===== src/rtl/adf4351_pkg.sv =====
// Shared types and register field positions for the ADF4351 tune controller.
package adf4351_pkg;

  // Sequencer states
  typedef enum logic [2:0] {
    ST_PWRUP,
    ST_IDLE,
    ST_LOAD,
    ST_SHIFT,
    ST_LATCH,
    ST_LOCK_WAIT
  } state_e;

  // Serialiser phases: data bits, post-bit clock-low tail, LE pulse, inter-word gap
  typedef enum logic [2:0] {
    SP_IDLE,
    SP_BITS,
    SP_TAIL,
    SP_LE,
    SP_GAP
  } spi_phase_e;

  // Register index carried in bits [2:0] of every word
  localparam logic [2:0] REG_R0 = 3'd0;
  localparam logic [2:0] REG_R1 = 3'd1;
  localparam logic [2:0] REG_R2 = 3'd2;
  localparam logic [2:0] REG_R3 = 3'd3;
  localparam logic [2:0] REG_R4 = 3'd4;
  localparam logic [2:0] REG_R5 = 3'd5;

  // Field positions
  localparam int INT_LSB   = 15;  // R0 INT
  localparam int FRAC_LSB  = 3;   // R0 FRAC
  localparam int PHASE_LSB = 15;  // R1 phase value
  localparam int MOD_LSB   = 3;   // R1 MOD
  localparam int DIV_LSB   = 20;  // R4 RF divider select

  typedef struct packed {
    logic [15:0] int_v;
    logic [11:0] frac;
    logic [11:0] mod;
    logic [2:0]  rfdiv;
  } tune_t;

  // Fractional-N constraints the part can actually realise
  function automatic logic tune_valid(tune_t t);
    return (t.mod >= 12'd2) && (t.frac < t.mod) &&
           (t.int_v >= 16'd23) && (t.rfdiv <= 3'd6);
  endfunction

endpackage


===== src/rtl/adf4351_spi_shift.sv =====
// 32-bit word serialiser for the ADF4351 3-wire bus.
// MSB first; data changes with the falling clock edge; each half-period is
// CLK_DIV cycles. After bit 0: clock low tail, LE pulse, then a quiet gap,
// all CLK_DIV cycles each. done pulses in the last gap cycle.
module adf4351_spi_shift
  import adf4351_pkg::*;
#(
  parameter int CLK_DIV = 8
) (
  input  logic        clk_50,
  input  logic        rst_n,
  input  logic        start,
  input  logic [31:0] word,
  output logic        sclk,
  output logic        sdata,
  output logic        le,
  output logic        latching,
  output logic        done
);

  localparam int CW = $clog2(2 * CLK_DIV) + 1;
  localparam logic [CW-1:0] HALF_LAST = CW'(CLK_DIV - 1);
  localparam logic [CW-1:0] BIT_LAST  = CW'(2 * CLK_DIV - 1);

  spi_phase_e      phase_q, phase_d;
  logic [CW-1:0]   cnt_q, cnt_d;
  logic [4:0]      bit_q, bit_d;
  logic [31:0]     shreg_q, shreg_d;
  logic            sclk_q, sclk_d;
  logic            le_q, le_d;

  // Phase sequencing; the shift register drains to zero so data idles low
  always_comb begin
    phase_d = phase_q;
    cnt_d   = cnt_q;
    bit_d   = bit_q;
    shreg_d = shreg_q;
    sclk_d  = sclk_q;
    le_d    = le_q;
    done    = 1'b0;
    case (phase_q)
      SP_IDLE: begin
        if (start) begin
          phase_d = SP_BITS;
          shreg_d = word;
          sclk_d  = 1'b0;
          cnt_d   = '0;
          bit_d   = 5'd31;
        end
      end
      SP_BITS: begin
        if (cnt_q == BIT_LAST) begin
          cnt_d   = '0;
          sclk_d  = 1'b0;
          shreg_d = {shreg_q[30:0], 1'b0};
          if (bit_q == 5'd0) phase_d = SP_TAIL;
          else               bit_d   = bit_q - 5'd1;
        end else begin
          cnt_d = cnt_q + 1'b1;
          if (cnt_q == HALF_LAST) sclk_d = 1'b1;
        end
      end
      SP_TAIL: begin
        if (cnt_q == HALF_LAST) begin
          cnt_d   = '0;
          le_d    = 1'b1;
          phase_d = SP_LE;
        end else cnt_d = cnt_q + 1'b1;
      end
      SP_LE: begin
        if (cnt_q == HALF_LAST) begin
          cnt_d   = '0;
          le_d    = 1'b0;
          phase_d = SP_GAP;
        end else cnt_d = cnt_q + 1'b1;
      end
      SP_GAP: begin
        if (cnt_q == HALF_LAST) begin
          cnt_d   = '0;
          phase_d = SP_IDLE;
          done    = 1'b1;
        end else cnt_d = cnt_q + 1'b1;
      end
      default: phase_d = SP_IDLE;
    endcase
  end

  // Serialiser state registers
  always_ff @(posedge clk_50 or negedge rst_n) begin
    if (!rst_n) begin
      phase_q <= SP_IDLE;
      cnt_q   <= '0;
      bit_q   <= '0;
      shreg_q <= '0;
      sclk_q  <= 1'b0;
      le_q    <= 1'b0;
    end else begin
      phase_q <= phase_d;
      cnt_q   <= cnt_d;
      bit_q   <= bit_d;
      shreg_q <= shreg_d;
      sclk_q  <= sclk_d;
      le_q    <= le_d;
    end
  end

  assign sclk     = sclk_q;
  assign sdata    = shreg_q[31];
  assign le       = le_q;
  assign latching = (phase_q == SP_TAIL) || (phase_q == SP_LE) || (phase_q == SP_GAP);

endmodule


===== src/rtl/adf4351_tune_ctrl.sv =====
// ADF4351 tune sequencer: power-up delay, register image build, R5..R0 write,
// lock qualification and loss-of-lock detection.
// Optional: define ADF4351_FAST_RETUNE_EN to write only R1,R0 when MOD and the
// RF divider match the values already in the part.
module adf4351_tune_ctrl
  import adf4351_pkg::*;
#(
  parameter int          CLK_DIV   = 8,
  parameter int          PWRUP_CYC = 50000,
  parameter int          LOCK_HOLD = 64,
  parameter int          LOCK_TMO  = 500000,
  parameter logic [31:0] R2_CFG    = 32'h0000_4E42,
  parameter logic [31:0] R3_CFG    = 32'h0000_04B3,
  parameter logic [31:0] R4_CFG    = 32'h00EC_803C,
  parameter logic [31:0] R5_CFG    = 32'h0058_0005,
  parameter logic [15:0] DEF_INT   = 16'd64,
  parameter logic [11:0] DEF_FRAC  = 12'd0,
  parameter logic [11:0] DEF_MOD   = 12'd2,
  parameter logic [2:0]  DEF_RFDIV = 3'd0
) (
  input  logic        clk_50,
  input  logic        rst_n,
  input  logic        tune_req,
  input  logic [15:0] tune_int,
  input  logic [11:0] tune_frac,
  input  logic [11:0] tune_mod,
  input  logic [2:0]  tune_rfdiv,
  output logic        ready,
  output logic        tune_err,
  output logic        locked,
  output logic        lock_err,
  output logic        vco_clk,
  output logic        vco_data,
  output logic        vco_le,
  output logic        vco_ce,
  input  logic        vco_ld
);

  localparam int PW = $clog2(PWRUP_CYC) + 1;
  localparam int HW = $clog2(LOCK_HOLD) + 1;
  localparam int TW = $clog2(LOCK_TMO) + 1;
  localparam logic [PW-1:0] PWR_LAST  = PW'(PWRUP_CYC - 1);
  localparam logic [HW-1:0] HOLD_LAST = HW'(LOCK_HOLD - 1);
  localparam logic [TW-1:0] TMO_LAST  = TW'(LOCK_TMO - 1);

  state_e        state_q, state_d;
  logic [2:0]    reg_idx_q, reg_idx_d;
  tune_t         tune_q, tune_d, req;
  logic [PW-1:0] pwr_cnt_q, pwr_cnt_d;
  logic [HW-1:0] hold_cnt_q, hold_cnt_d;
  logic [HW-1:0] loss_cnt_q, loss_cnt_d;
  logic [TW-1:0] tmo_cnt_q, tmo_cnt_d;
  logic          ce_q, ce_d;
  logic          ready_q, ready_d;
  logic          tune_err_q, tune_err_d;
  logic          locked_q, locked_d;
  logic          lock_err_q, lock_err_d;
  logic          ld_s1_q, ld_s1_d;
  logic          ld_s2_q, ld_s2_d;
  logic          ld_sync;
  logic [2:0]    first_idx;
  logic          spi_start, spi_latching, spi_done;
  logic [31:0]   spi_word;

  assign req     = {tune_int, tune_frac, tune_mod, tune_rfdiv};
  assign ld_sync = ld_s2_q;

`ifdef ADF4351_FAST_RETUNE_EN
  // In IDLE tune_q always holds what the part was last programmed with
  assign first_idx = ((req.mod == tune_q.mod) && (req.rfdiv == tune_q.rfdiv)) ? REG_R1 : REG_R5;
`else
  assign first_idx = REG_R5;
`endif

  // Register image for the word currently selected
  always_comb begin
    spi_word = '0;
    case (reg_idx_q)
      REG_R0: spi_word = (32'(tune_q.int_v) << INT_LSB) | (32'(tune_q.frac) << FRAC_LSB) | 32'(REG_R0);
      REG_R1: spi_word = (32'd1 << PHASE_LSB) | (32'(tune_q.mod) << MOD_LSB) | 32'(REG_R1);
      REG_R2: spi_word = {R2_CFG[31:3], REG_R2};
      REG_R3: spi_word = {R3_CFG[31:3], REG_R3};
      REG_R4: spi_word = (R4_CFG & ~(32'h7 << DIV_LSB) & ~32'h7) |
                         (32'(tune_q.rfdiv) << DIV_LSB) | 32'(REG_R4);
      REG_R5: spi_word = {R5_CFG[31:3], REG_R5};
      default: spi_word = '0;
    endcase
  end

  // Next-state, counters and status outputs
  always_comb begin
    state_d    = state_q;
    reg_idx_d  = reg_idx_q;
    tune_d     = tune_q;
    pwr_cnt_d  = pwr_cnt_q;
    hold_cnt_d = '0;
    loss_cnt_d = '0;
    tmo_cnt_d  = '0;
    ce_d       = 1'b1;
    tune_err_d = 1'b0;
    locked_d   = locked_q;
    lock_err_d = lock_err_q;
    ld_s1_d    = vco_ld;
    ld_s2_d    = ld_s1_q;
    spi_start  = 1'b0;
    case (state_q)
      ST_PWRUP: begin
        if (ce_q) begin
          if (pwr_cnt_q == PWR_LAST) begin
            state_d   = ST_LOAD;
            reg_idx_d = REG_R5;
            tune_d    = '{int_v: DEF_INT, frac: DEF_FRAC, mod: DEF_MOD, rfdiv: DEF_RFDIV};
          end else pwr_cnt_d = pwr_cnt_q + 1'b1;
        end
      end
      ST_IDLE: begin
        // Loss of lock while parked: drop locked, no automatic retune
        if (locked_q && !ld_sync) begin
          if (loss_cnt_q == HOLD_LAST) locked_d = 1'b0;
          else                         loss_cnt_d = loss_cnt_q + 1'b1;
        end
        if (tune_req) begin
          if (tune_valid(req)) begin
            tune_d     = req;
            locked_d   = 1'b0;
            lock_err_d = 1'b0;
            reg_idx_d  = first_idx;
            state_d    = ST_LOAD;
          end else tune_err_d = 1'b1;
        end
      end
      ST_LOAD: begin
        spi_start = 1'b1;
        state_d   = ST_SHIFT;
      end
      ST_SHIFT: begin
        if (spi_latching) state_d = ST_LATCH;
      end
      ST_LATCH: begin
        if (spi_done) begin
          if (reg_idx_q == REG_R0) state_d = ST_LOCK_WAIT;
          else begin
            reg_idx_d = reg_idx_q - 3'd1;
            state_d   = ST_LOAD;
          end
        end
      end
      ST_LOCK_WAIT: begin
        // Lock qualification wins over a timeout in the same cycle
        if (ld_sync && (hold_cnt_q == HOLD_LAST)) begin
          locked_d = 1'b1;
          state_d  = ST_IDLE;
        end else if (tmo_cnt_q == TMO_LAST) begin
          lock_err_d = 1'b1;
          locked_d   = 1'b0;
          state_d    = ST_IDLE;
        end else begin
          tmo_cnt_d = tmo_cnt_q + 1'b1;
          if (ld_sync) hold_cnt_d = hold_cnt_q + 1'b1;
        end
      end
      default: state_d = ST_PWRUP;
    endcase
    ready_d = (state_d == ST_IDLE);
  end

  // Sequencer state and status registers
  always_ff @(posedge clk_50 or negedge rst_n) begin
    if (!rst_n) begin
      state_q    <= ST_PWRUP;
      reg_idx_q  <= REG_R5;
      tune_q     <= '0;
      pwr_cnt_q  <= '0;
      hold_cnt_q <= '0;
      loss_cnt_q <= '0;
      tmo_cnt_q  <= '0;
      ce_q       <= 1'b0;
      ready_q    <= 1'b0;
      tune_err_q <= 1'b0;
      locked_q   <= 1'b0;
      lock_err_q <= 1'b0;
      ld_s1_q    <= 1'b0;
      ld_s2_q    <= 1'b0;
    end else begin
      state_q    <= state_d;
      reg_idx_q  <= reg_idx_d;
      tune_q     <= tune_d;
      pwr_cnt_q  <= pwr_cnt_d;
      hold_cnt_q <= hold_cnt_d;
      loss_cnt_q <= loss_cnt_d;
      tmo_cnt_q  <= tmo_cnt_d;
      ce_q       <= ce_d;
      ready_q    <= ready_d;
      tune_err_q <= tune_err_d;
      locked_q   <= locked_d;
      lock_err_q <= lock_err_d;
      ld_s1_q    <= ld_s1_d;
      ld_s2_q    <= ld_s2_d;
    end
  end

  adf4351_spi_shift #(.CLK_DIV(CLK_DIV)) u_spi (
    .clk_50   (clk_50),
    .rst_n    (rst_n),
    .start    (spi_start),
    .word     (spi_word),
    .sclk     (vco_clk),
    .sdata    (vco_data),
    .le       (vco_le),
    .latching (spi_latching),
    .done     (spi_done)
  );

  assign vco_ce   = ce_q;
  assign ready    = ready_q;
  assign tune_err = tune_err_q;
  assign locked   = locked_q;
  assign lock_err = lock_err_q;

endmodule

===== config.mk =====
export PLATFORM = sky130hd
export DESIGN_NAME = adf4351_tune_ctrl
export DESIGN_NICKNAME = d
export VERILOG_FILES = /design/src/rtl/adf4351_pkg.sv /design/src/rtl/adf4351_spi_shift.sv /design/src/rtl/adf4351_tune_ctrl.sv
export SDC_FILE = /design/constraint.sdc
export NUM_CORES = 1
export LEC_CHECK = 0
export BUFFER_PORTS_ARGS = -buffer_cell sky130_fd_sc_hd__buf_4
export CORE_MARGIN = 1
export CORE_UTILIZATION = 55
export DETAILED_ROUTE_END_ITERATION = 8
export PLACE_DENSITY_LB_ADDON = 0.12
export SYNTH_ARGS = -nofsm -noshare
export SYNTH_HDL_FRONTEND = slang
export SYNTH_SLANG_ARGS = --single-unit

===== constraint.sdc =====
create_clock -name clk_50 -period 1.92 [get_ports clk_50]
set_clock_uncertainty 0.05 [all_clocks]
set_input_delay 0.192 -clock clk_50 [delete_from_list [all_inputs] [get_ports clk_50]]
set_output_delay 0.192 -clock clk_50 [all_outputs]
set_load 0.01 [all_outputs]

==> metrics.cfg, run 1 <==
[synthesis]
synth_flop_cell = dfrtp_1
ys_types = 70
synth_area_leader_cell = dfrtp_1
synth-simple-area-share = 0.185
synth-compound-area-share = 0.133
syn_area_per_cell_um2 = 9.63
ys_seq_area_frac = 0.486
syn_nets = 896
synth_top_area_frac = 0.479
synthAdderAreaFrac = 0.0394
netlist_instances = 824
yosysWarnings = 0
ys_top_cells_by_area = dfrtp_1, mux2i_1, nand2_1
synth_common_cells = dfrtp_1, nand2_1, inv_1, nor2_1, o21ai_0
async_flop_share = 1.00
ys_ff_latch = 154
synth_mux_area_frac = 0.0614
yosys.cell_count.top_type = dfrtp_1
synth_xor_area_frac = 0.0442
synth_edf_count = 0
syn-cell-area_um2 = 7930
synth_top_family_by_area = simple AND/OR/NAND/NOR gates

[clocking]
cts.reportedPaths.clkPinSlew_ns = 0.06
clk_latency_ns = 0.43
numCtsBuffers = 17
cts.sinks = 154
cts_tree = yes
clockBufferDepth = 2
cts_root_buf = clkbuf_16
htree_num_levels = 4

[finish]
multi_input_area_um2 = 3850
design_area_um2 = 10200
regArea_um2 = 3860
nNetsFinal = 1053
finalCoreUtilization = 0.732
drive_gt1_frac = 0.240
area_growth_pct = 29.1
filler_cell_count = 1030
final_cells = 1174
antenna_cells = 0

[status]
failed_checks = setup timing
status = finished with violations

[flow_run]
drv_cap = 0

[timing]
fin_crit_ns = 1.94
setup_ws_ns = -0.0196
grt_setup_unrepaired = true
fmax_mhz = 516
relSlewSlack = 0.593
drv_slew = 0
finalHoldViolations = 0
whs_ns = 0.0221
tightest_slew_ns = 0.603
setup_violations = 1
min_period_over_period = 1.01

[setup_path]
critPathKind = flop to flop
cp_max_fo = 6
required_ns = 2.18
arrival_ns = 2.20
critPathLaunch = pwr_cnt_q[7]$_DFFE_PN0P_
reg2reg_from = pwr_cnt_q[7]$_DFFE_PN0P_
worstSetupEndpointType = flop
startpoint_type = flop

[power_and_ir_drop]
p_seq_frac = 0.411
p_per_area_nw_per_um2 = 1080
power.internal_mw = 7.49
swShare = 0.325
power_frac_comb = 0.303
p_total_mw = 11.1
p_leak_nw = 5.07
peakVddDrop_mv = 0.782
switchingPower_mw = 3.60
clkPwrFrac = 0.285

[routing]
drtIter0Drc = 399
via_per_inst = 5.64
route.detailed.drc = 0
dr_total_vias = 6625
routedWlPerCell_um = 16.5
firstDrtPassIters = 5
ant_nets = 0
wirelength_um = 19400

[placed_design]
post_dp_cell_area_um2 = 9210
port_buffers = 54
dp_cells = 1114
dp_hpwl_um = 13500
gp_congestion = 0.848

[global_routing]
grt_pass1_vias = 6660
track_usage = 0.275
grt_pass1_wl_um = 31600
grt_max_degree = 55
overflow = 0
antenna_found_initial = 0

[floorplanning]
pin_count = 55
die-area_um2 = 14900
die_y_um = 122
start_util = 0.567
core-area_um2 = 14000
fp.dieW_um = 122
rows = 43

[worst_hold_path]
hp-class = input port to flop
min-delay-start = tune_int[3]

[cell families after synthesis]
kind of cell	after synthesis
AOI/OAI and AO/OA	165
xor gates and xnor gates	40
adders and majority gates	25
buffers and inverters	97
DFF	154
muxes	48
other	1
and+or+nand+nor	294
[through the flow]
| stage | setup slack, ns | TNS [ns] |
|---|---|---|
| after floorplan | -0.0506 | -0.0506 |
| after global placement | -0.128 | -3.72 |
| after detailed placement | -0.225 | -6.72 |
| after CTS | 0.00581 | 0 |
| after global routing | -0.0674 | -0.704 |
| final | -0.0196 | -0.0196 |
[area by class of cell]
type	instances	share of cell area
Clock buffer	23	0.0486
Clock inverter	9	0.00635
Inverter	57	0.0209
Multi-Input combinational cell	573	0.376
Sequential cell	154	0.377
Tap cell	180	0.0220
Timing Repair Buffer	178	0.149
[final timing paths]
path | to | slack [ns] | cells after the start
setup / recovery | pwr_cnt_q[7]$_DFFE_PN0P_ | -0.02 | 6
hold / removal | tune_q[30]$_DFFE_PN0P_ | 0.02 | 3
setup reg to reg | pwr_cnt_q[7]$_DFFE_PN0P_ | -0.02 | 6
hold reg to reg | ld_s2_q$_DFF_PN0_ | 0.33 | 0
max in group asynchronous | tune_q[39]$_DFFE_PN0P_ | 0.91 | 3
min in group asynchronous | u_spi.shreg_q[25]$_DFFE_PN0P_ | 0.26 | 2
[what timing repair did]
item | 4_1_cts | 5_1_grt
pin swaps | 1 | 7
endpoints found under the hold margin | 73 | 0
setup endpoints to repair | 53 | 109
hold buffers | 25 | 0
setup buffers | 0 | 3
gates resized for setup | 10 | 41
[sequential cells by signal, indices dropped and copies added (netlist names), 3 cells and up]
register,count
tmo_cnt_q,20
loss_cnt_q,7
tune_q,43
pwr_cnt_q,17
u_spi.cnt_q,5
state_q,3
reg_idx_q,3
hold_cnt_q,7
u_spi.shreg_q,32
u_spi.bit_q,5
u_spi.phase_q,3
[layout by cell type (no fill, tap or decap), types with 11 or more instances in the layout]
cell type        n
mux2i_1         42
a22oi_1         12
nand2_1        103
xnor2_1         22
nand4_1         11
a21oi_1         36
and3_1          18
dlygate4sd3_1   25
xor2_1          18
nor3_1          14
nor2_1          54
inv_1           54
dfrtp_1        150
o21ai_0         52
buf_4          138
ha_1            20
clkbuf_16       17
nand3_1         30
[power groups by stage]
| stage | sequential (mW) | clock (mW) | combinational [mW] |
|---|---|---|---|
| floorplan | 4.45 | 0 | 1.98 |
| CTS | 4.53 | 3.20 | 3.24 |
| global placement | 4.54 | 0 | 3.02 |
| detailed placement | 4.58 | 0 | 3.17 |
| global route | 4.65 | 3.34 | 3.75 |
| finish | 4.56 | 3.16 | 3.36 |
[worst max-delay path, stage by stage (launching register included)]
cell and delay, ns:
dfrtp_1 0.43, nor4b_1 0.39, and4b_2 0.35, a211oi_1 0.09, buf_4 0.16, and4_1 0.21, xor2_1 0.14
[layer usage]
metal | wire length [µm] | GRT usage
met1 | 8440 | 0.344
met2 | 9780 | 0.469
met3 | 712 | 0.0534
met4 | 430 | 0.106
met5 | 0 | 0
Note: power is estimated with default switching activity, not from simulation.
==> inputs of run 2 (changes only) <==
--- a/config.mk
+++ b/config.mk
@@ -7,7 +7,7 @@
 export LEC_CHECK = 0
 export BUFFER_PORTS_ARGS = -buffer_cell sky130_fd_sc_hd__buf_4
 export CORE_MARGIN = 1
-export CORE_UTILIZATION = 55
+export CORE_UTILIZATION = 45
 export DETAILED_ROUTE_END_ITERATION = 8
 export PLACE_DENSITY_LB_ADDON = 0.12
 export SYNTH_ARGS = -nofsm -noshare
==> run 2 against run 1 <==
The run now ends clean. Cell count rose by 5.1%. Utilization fell by 12 points. Hold slack improved by 0.041 ns. Die area rose by 22%. Combinational power rose by 4%. Global-route usage fell by 4.3 points. Routed wire length rose by 5.9%. First-iteration DRC count fell by 0.25%. Sequential share of layout area fell by 1.3 points. Non-clock buffer count rose by 15. Fmax rose by 2.6%. Clock power rose by 6%. Highest routed layer unchanged.
==> metrics.cfg, run 2 (synthesis gave the netlist of run 1 again) <==
[status]
status = finished, final reports clean  ; was finished with violations

[global_routing]
track_usage = 0.232  ; was 0.275
grt_pass1_wl_um = 33100  ; was 31600 µm
overflow = 0  ; unchanged
grt_max_degree = 51  ; was 55
antenna_found_initial = 0  ; unchanged
grt_pass1_vias = 6825  ; was 6660

[placed_design]
gp_congestion = 0.834  ; was 0.848
dp_hpwl_um = 13600  ; was 13500 µm
port_buffers = 54  ; unchanged

[setup_path]
cp_max_fo = 3  ; was 6
required_ns = 2.21  ; was 2.18 ns
worstSetupEndpointType = flop  ; unchanged
r2r-end = ready$_DFF_PN0_  ; was pwr_cnt_q[7]$_DFFE_PN0P_
worst_path_max_delay_cell = or4_4  ; was dfrtp_1
max_stage_delay_ns = 0.47  ; was 0.43 ns
regToRegSetupSlack_ns = 0.03  ; was -0.02 ns
reg2regPathDepth = 6  ; unchanged
crit_family = compound AO/OA/AOI/OAI gates  ; was simple AND/OR/NAND/NOR gates
crit_end = ready$_DFF_PN0_  ; was pwr_cnt_q[7]$_DFFE_PN0P_
startpoint_type = flop  ; unchanged
critPathLaunch = tmo_cnt_q[0]$_DFF_PN0_  ; was pwr_cnt_q[7]$_DFFE_PN0P_
worst-path-buf-inv = 0  ; was 1
critPathKind = flop to flop  ; unchanged
reg2reg_from = tmo_cnt_q[0]$_DFF_PN0_  ; was pwr_cnt_q[7]$_DFFE_PN0P_
worstSetupPathDepth = 6  ; unchanged
arrival_ns = 2.18  ; was 2.20 ns
path_cells = ha_2 > nand4_1 > or4_4 > o21ai_4 > o221ai_2 > a211oi_1  ; was nor4b_1 > and4b_2 > a211oi_1 > buf_4 > and4_1 > xor2_1

[routing]
dr_total_vias = 6707  ; was 6625
route.detailed.drc = 0  ; unchanged
firstDrtPassIters = 5  ; unchanged
wirelength_um = 20500  ; was 19400 µm
routedWlPerCell_um = 16.6  ; was 16.5 µm
via_per_inst = 5.44  ; was 5.64
drtIter0Drc = 398  ; was 399
ant_nets = 0  ; unchanged

[finish]
final_common_cell = dfrtp_1  ; unchanged
antenna_cells = 0  ; unchanged
largest_reg_flops = 43  ; unchanged
drive_gt1_frac = 0.281  ; was 0.240
final_cell_mix = dfrtp_1, buf_4, nand2_1  ; unchanged
regMostFlops = tune_q  ; unchanged
nNetsFinal = 1068  ; was 1053
area_growth_pct = 33.9  ; was 29.1%
filler_cell_count = 1436  ; was 1030
finalCoreUtilization = 0.616  ; was 0.732
reg.largest.list = tune_q x43, u_spi.shreg_q x32, tmo_cnt_q x20  ; unchanged

[timing]
fin_crit_ns = 1.89  ; was 1.94 ns
whs_ns = 0.0629  ; was 0.0221 ns
tightest_slew_ns = 0.566  ; was 0.603 ns
fmax_mhz = 529  ; was 516 MHz
min_period_over_period = 0.985  ; was 1.01
drv_slew = 0  ; unchanged
finalHoldViolations = 0  ; unchanged
setup_violations = 0  ; was 1
relSlewSlack = 0.618  ; was 0.593
grt_setup_unrepaired = true  ; unchanged

[clocking]
numCtsBuffers = 17  ; unchanged
clockBufferDepth = 2  ; unchanged
clk_latency_ns = 0.43  ; about the same
htree_num_levels = 4  ; unchanged
cts_root_buf = clkbuf_16  ; unchanged
cts_tree = yes  ; unchanged
cts.reportedPaths.clkPinSlew_ns = 0.07  ; was 0.06 ns
cts.sinks = 154  ; unchanged

[floorplanning]
fp.dieW_um = 135  ; was 122 µm
rows = 48  ; was 43
start_util = 0.460  ; was 0.567
die_y_um = 135  ; was 122 µm
core-area_um2 = 17200  ; was 14000 µm²
die-area_um2 = 18200  ; was 14900 µm²
pin_count = 55  ; unchanged

[power_and_ir_drop]
switchingPower_mw = 3.75  ; was 3.60 mW
power.internal_mw = 7.67  ; was 7.49 mW
peakVddDrop_mv = 0.713  ; was 0.782 mV
p_seq_frac = 0.402  ; was 0.411
p_per_area_nw_per_um2 = 1080  ; about the same
swShare = 0.328  ; was 0.325
p_total_mw = 11.4  ; was 11.1 mW
power_frac_comb = 0.304  ; was 0.303
p_leak_nw = 5.20  ; was 5.07 nW
clkPwrFrac = 0.293  ; was 0.285

[worst_hold_path]
hp-class = input port to flop  ; unchanged

[flow_run]
drv_cap = 0  ; unchanged

==> run 2: cell count changes in the layout (fill, tap and decap cells not counted), moves of 3 or more <==
cell,before,now
nand2_1,103,85
nand2_2,0,17
buf_4,138,148
clkbuf_8,5,1
a21oi_1,36,33
a21oi_2,2,5
==> run 2: metal layers <==
layer | GRT usage | routed length, µm | share of wire | up-vias
met2 | 0.390 | 10300 | 0.50 | 135
met4 | 0.0787 | 334 | 0.016 | 0
met1 | 0.299 | 9090 | 0.44 | 3319
li1 | - | - | - | 3222
met3 | 0.0469 | 826 | 0.040 | 31
met5 | 0 | 0 | 0 | -
==> run 2: how the worst min path moves through the flow <==
stage               depth (start not counted)                      end  slack (ns)   startpoint
CTS                                         3   tune_q[33]$_DFFE_PN0P_        0.05  tune_int[6]
detailed placement                          1   tune_q[38]$_DFFE_PN0P_        0.12        rst_n
global placement                            1   tune_q[38]$_DFFE_PN0P_        0.12        rst_n
global route                                3   tune_q[33]$_DFFE_PN0P_        0.06  tune_int[6]
finish                                      3   tune_q[33]$_DFFE_PN0P_        0.06  tune_int[6]
floorplan                                   0  hold_cnt_q[0]$_DFF_PN0_       -0.15        rst_n
==> run 2: per-stage QoR <==
| stage | std cells | worst slack, ns | cell area, µm² | TNS [ns] |
|---|---|---|---|---|
| after floorplan | 824 | -0.0506 | 7940 | -0.0506 |
| after global placement | 1162 | -0.211 | 9290 | -8.33 |
| after detailed placement | 1162 | -0.243 | 9290 | -9.60 |
| after CTS | 1222 | 0.00452 | 10200 | 0 |
| after global routing | 1234 | -0.0494 | 10600 | -0.534 |
| final | 1234 | 0.0290 | 10600 | 0 |
==> run 2: final cells by class <==
class / instances / area [µm²] / share of cell area
repair buffers: 193 / 1690 / 0.159
well taps: 225 / 282 / 0.0265
inverters: 57 / 214 / 0.0201
multi-input cells: 573 / 3990 / 0.376
flip-flops and latches: 154 / 3860 / 0.363
clock buffers: 18 / 439 / 0.0414
clock inverters: 14 / 149 / 0.0140
==> run 2: repair_timing <==
item,CTS,global route
resized for setup,15,72
gates cloned,0,5
hold buffers,26,0
setup endpoints to repair,44,107
endpoints found under the hold margin,68,0
setup buffers,2,7
pin swaps,5,6
==> run 2: worst register-to-register path, delay by kind of cell, from the launching register on <==
| kind | cells | cell delay (ns) |
|---|---|---|
| AO/OA/AOI/OAI | 3 | 0.62 |
| AND/OR/NAND/NOR | 2 | 0.59 |
| adder cells (fa/ha/maj) | 1 | 0.18 |
| flip-flops | 1 | 0.36 |
==> run 2: power by group through the flow <==
| stage | Combinational, mW | Sequential [mW] | Clock, mW |
|---|---|---|---|
| floorplan | 1.98 | 4.45 | 0 |
| CTS | 3.21 | 4.51 | 3.40 |
| global route | 3.89 | 4.68 | 3.54 |
| finish | 3.48 | 4.59 | 3.35 |
| global placement | 3.02 | 4.54 | 0 |
| detailed placement | 3.12 | 4.56 | 0 |
